File: config.mk
export PLATFORM = sky130hd
export DESIGN_NAME = prog_loader
export DESIGN_NICKNAME = d
export VERILOG_FILES = /design/src/rtl/loader_pkg.sv /design/src/rtl/prog_loader.sv
export SDC_FILE = /design/constraint.sdc
export NUM_CORES = 1
export LEC_CHECK = 0
export ABC_AREA = 1
export BUFFER_PORTS_ARGS = -buffer_cell sky130_fd_sc_hd__buf_2
export CORE_ASPECT_RATIO = 2
export CORE_MARGIN = 2
export CORE_UTILIZATION = 35
export DETAILED_ROUTE_END_ITERATION = 8
export HOLD_SLACK_MARGIN = 0.15
export SYNTH_ARGS = -nofsm -noshare
export SYNTH_HDL_FRONTEND = slang
export SYNTH_SLANG_ARGS = --single-unit
File: constraint.sdc
create_clock -name clk -period 3.3 [get_ports clk]
set_clock_uncertainty 0.05 [all_clocks]
set_input_delay 0.66 -clock clk [delete_from_list [all_inputs] [get_ports clk]]
set_output_delay 0.66 -clock clk [all_outputs]
set_load 0.02 [all_outputs]
File: src/rtl/loader_pkg.sv
// rtl/loader_pkg.sv - shared state encoding and widths for the boot program loader
package loader_pkg;

  localparam int LOADER_CNT_W = 16;

  typedef enum logic [2:0] {
    S_CNT_LO = 3'd0,
    S_CNT_HI = 3'd1,
    S_DATA   = 3'd2,
    S_CSUM   = 3'd3,
    S_DONE   = 3'd4,
    S_ERROR  = 3'd5
  } loader_state_t;

endpackage

File: src/rtl/prog_loader.sv
// rtl/prog_loader.sv - framed byte stream to instruction-memory loader with XOR checksum gate
module prog_loader
  import loader_pkg::*;
#(
  parameter int          DEPTH_WORDS = 256,
  parameter logic [31:0] BASE_ADDR   = 32'h0000_0000
) (
  input  logic                    clk,
  input  logic                    reset,
  input  logic                    in_valid,
  input  logic [7:0]              in_byte,
  output logic                    in_ready,
  input  logic                    restart,
  output logic                    im_we,
  output logic [31:0]             im_addr,
  output logic [31:0]             im_wdata,
  output logic                    core_reset,
  output logic                    done,
  output logic                    error,
  output logic [LOADER_CNT_W-1:0] words_loaded
);

  localparam logic [LOADER_CNT_W:0] DEPTH_L = (LOADER_CNT_W+1)'(DEPTH_WORDS);

  loader_state_t state, state_next;

  logic [7:0]              cnt_lo;
  logic [LOADER_CNT_W-1:0] word_cnt;
  logic [1:0]              byte_idx;
  logic [7:0]              csum;
  logic [23:0]             asm_q;

  logic                    accept;
  logic [LOADER_CNT_W-1:0] n_full;
  logic                    last_word;

  assign in_ready  = (state != S_DONE) && (state != S_ERROR);
  assign accept    = in_valid && in_ready;
  assign n_full    = {in_byte, cnt_lo};
  assign last_word = ((words_loaded + 16'd1) == word_cnt);

  always_ff @(posedge clk or negedge reset) begin
    if (!reset) state <= S_CNT_LO;
    else        state <= state_next;
  end

  always_comb begin
    state_next = state;
    case (state)
      S_CNT_LO: if (accept) state_next = S_CNT_HI;
      S_CNT_HI: begin
        if (accept) begin
          if ({1'b0, n_full} > DEPTH_L) state_next = S_ERROR;
          else if (n_full == '0)        state_next = S_CSUM;
          else                          state_next = S_DATA;
        end
      end
      S_DATA:   if (accept && (byte_idx == 2'd3) && last_word) state_next = S_CSUM;
      S_CSUM:   if (accept) state_next = (in_byte == csum) ? S_DONE : S_ERROR;
      S_DONE,
      S_ERROR:  if (restart) state_next = S_CNT_LO;
      default:  state_next = S_CNT_LO;
    endcase
  end

  // Status flags are registered from the next state so they line up with the state register.
  always_ff @(posedge clk or negedge reset) begin
    if (!reset) begin
      im_we        <= 1'b0;
      im_addr      <= BASE_ADDR;
      im_wdata     <= '0;
      core_reset   <= 1'b1;
      done         <= 1'b0;
      error        <= 1'b0;
      words_loaded <= '0;
      cnt_lo       <= '0;
      word_cnt     <= '0;
      byte_idx     <= '0;
      csum         <= '0;
      asm_q        <= '0;
    end else begin
      im_we      <= 1'b0;
      done       <= (state_next == S_DONE);
      error      <= (state_next == S_ERROR);
      core_reset <= (state_next != S_DONE);
      if (accept) begin
        case (state)
          S_CNT_LO: begin
            cnt_lo       <= in_byte;
            csum         <= '0;
            byte_idx     <= '0;
            words_loaded <= '0;
          end
          S_CNT_HI: word_cnt <= n_full;
          S_DATA: begin
            csum     <= csum ^ in_byte;
            byte_idx <= byte_idx + 2'd1;
            // Lanes 0..2 shift in from the top so lane 0 ends up in the low byte.
            if (byte_idx == 2'd3) begin
              im_we        <= 1'b1;
              im_wdata     <= {in_byte, asm_q};
              im_addr      <= BASE_ADDR + {14'd0, words_loaded, 2'b00};
              words_loaded <= words_loaded + 16'd1;
            end else begin
              asm_q <= {in_byte, asm_q[23:8]};
            end
          end
          default: ;
        endcase
      end
    end
  end

endmodule

==> results.py <==
metrics = {
    "grt": {
        "antenna_found_initial": 0,
        "grt_pass1_wl_um": 23000,
        "grt_usage": 0.173,
        "grt-ovfl-total": 0,
        "grt_max_degree": 56,
        "grt_pass1_vias": 4584,
    },
    "clock_tree": {
        "clk_pin_slew_ps": 60,
        "h-tree-depth": 4,
        "post-cts-setup-buffers": 0,
        "clkLatencyLatePin_ps": 410,
        "cts_tree": "yes",
        "cts_hold_buf": 0,
        "cts_sinks": 129,
        "cts_resized": 0,
        "clk_path_buf_depth": 2,
        "cts_buffers": 17,
        "cts_root_buf": "clkbuf_16",
    },
    "synthesis": {
        "ys_seq_area_frac": 0.557,
        "synth_cell_types": 32,
        "syn-cell-area_mm2": 0.00580,
        "synth.top_cell.area_share": 0.552,
        "yosysTopAreaCell": "dfrtp_1",
        "ys.warnings.count": 0,
        "synthTopCellsByArea": "dfrtp_1 55%, nand2_1 13%, o21ai_0 9.1%",
        "avgSynthCellArea_um2": 8.50,
        "netlist_instances": 682,
        "ys_seq_elements": 129,
    },
    "setup_path": {
        "path_max_fanout": 39,
        "start_kind": "flop",
        "worst-endpoint-arrival_ps": 2560,
        "path_class": "flop to flop",
        "endpoint_kind": "flop",
        "required_ps": 3530,
        "reg2reg_slack_ps": 970,
    },
    "final_layout": {
        "num-nets-final": 777,
        "final_cells": 980,
        "area_growth_pct": 19.9,
        "layout_common_cells": "201 x nand2_1, 128 x dfrtp_1, 106 x o21ai_0",
        "antenna_cells": 0,
        "drive_above_1_share": 0.184,
        "layout_commonest_cell": "nand2_1",
    },
    "die": {
        "dieArea_mm2": 0.0177,
        "die_w_um": 95.0,
        "io_pins": 97,
        "die_h_um": 186,
        "core-area_mm2": 0.0163,
        "initial_utilization": 0.356,
        "num_rows": 66,
    },
    "place": {
        "place_hpwl_um": 10500,
        "gp_congestion": 0.891,
        "place_ws_ps": 812,
        "dp_cells": 948,
        "numPortBuffers": 80,
    },
    "flow_run": {
        "max-cap-violations": 0,
    },
    "sta": {
        "slew_viol_final": 0,
        "period_needed_ps": 2330,
        "worstMarginPinSlew_ps": 724,
        "relSlewSlack": 0.517,
        "setup_ws_ps": 967,
        "whs_ps": 255,
        "period_share": 0.707,
        "fin_setup_tns_ps": 0,
        "finalHoldViolations": 0,
        "rsz0062_at_grt": "no",
        "max_clock_freq_mhz": 429,
        "setup_viol": 0,
    },
    "routing": {
        "drc": 0,
        "wire_per_inst_um": 14.5,
        "num_vias": 4581,
        "drt_iter0_drc": 209,
        "first_pass_iters": 6,
        "vias_per_cell": 4.67,
        "wl_um": 14200,
        "ant_nets": 0,
    },
    "pwr": {
        "leakagePower_nw": 3.53,
        "ir_drop_mv": 0.356,
        "powerDensity_mw_per_mm2": 638,
    },
    "outcome": {
        "status": "completed",
    },
    "min_path": {
        "min_path_type": "input port to async pin",
    },
}
-- synthesized netlist by cell type --
cell      instances
inv_1            75
nor2_1           27
dfstp_2           1
nand2_1         201
nand4_1           7
nand3_1          31
nand2_2           8
inv_2             1
buf_4            16
nor3_1            4
nand3b_1          7
xor2_1            3
a21oi_1           2
ha_1              2
o22ai_1          12
nor2_4            3
o31ai_1           1
o21ai_0         106
a22oi_1           1
clkbuf_1         13
o21ai_2           1
a21boi_0          1
buf_2            10
nand2_4           1
o21a_1            2
o21ai_1           1
nand3_2           2
o21bai_1          1
conb_1            1
dfrtp_1         128
xnor2_1           5
nor2_2            8
-- worst paths after layout --
path                             start            to  cells past startpoint
max in group asynchronous        reset       csum[4]                      2
max reg2reg                   state[2]  im_wdata[28]                      7
max                           state[2]  im_wdata[28]                      7
min                              reset  im_wdata[10]                      1
min reg2reg                im_addr[10]   im_addr[10]                      2
min in group clk           im_addr[10]   im_addr[10]                      2
-- area by class of cell --
type | instances | area, µm²
inverters | 76 | 285
fillers | 1657 | 9320
clock buffers | 19 | 443
multi-input cells | 453 | 2130
clock inverters | 13 | 151
repair buffers | 86 | 460
well taps | 204 | 255
flip-flops and latches | 129 | 3230
-- metrics by stage --
stage	power, W	cell area [µm²]	utilization
2_1_floorplan	0.00238	5860	-
3_3_place_gp	0.00257	6360	0.391
3_5_place_dp	0.00259	6360	0.391
4_1_cts	0.00449	6950	0.427
5_1_grt	0.00468	6950	0.427
6_report	0.00444	6950	0.427
-- worst max-delay path, stage by stage, from the launching register on --
cell and delay (ps):
dfrtp_1 430, nor2_1 240, nand2_1 340, nor2_4 340, inv_2 280, buf_4 330, nand2_1 90, o21ai_0 80
-- logic make-up (layout without fill, tap and decap cells) --
kind of cell | count (synthesis) | in the layout | share of synthesized area
compound gates | 128 | 128 | 0.116
fa+ha+maj | 2 | 2 | 0.00431
simple gates | 299 | 299 | 0.223
xor+xnor | 8 | 8 | 0.0121
flops | 129 | 129 | 0.557
buf+inv | 115 | 194 | 0.0869
other cells | 1 | 16 | 0.000647
-- state kept, by name, indices dropped and copies added, names as in the netlist, 2 cells and up --
signal and count:
im_addr 16, cnt_lo 8, state 3, words_loaded 16, word_cnt 16, csum 8, asm_q 24, byte_idx 2
im_wdata 32
-- per-layer routing --
| metal | track usage | routed length [µm] | vias up |
|---|---|---|---|
| met5 | 0 | 0 | - |
| met3 | 0.0377 | 526 | 23 |
| met2 | 0.321 | 7960 | 107 |
| li1 | - | - | 2318 |
| met4 | 0.0759 | 392 | 0 |
| met1 | 0.181 | 5330 | 2133 |
-- report_power, final --
part	internal, W	total [W]	switching [W]
Clock	0.00115	0.00188	0.000734
Sequential	0.00177	0.00188	0.000113
Combinational	0.000213	0.000672	0.000458
Power figures use the tool's default switching activity.
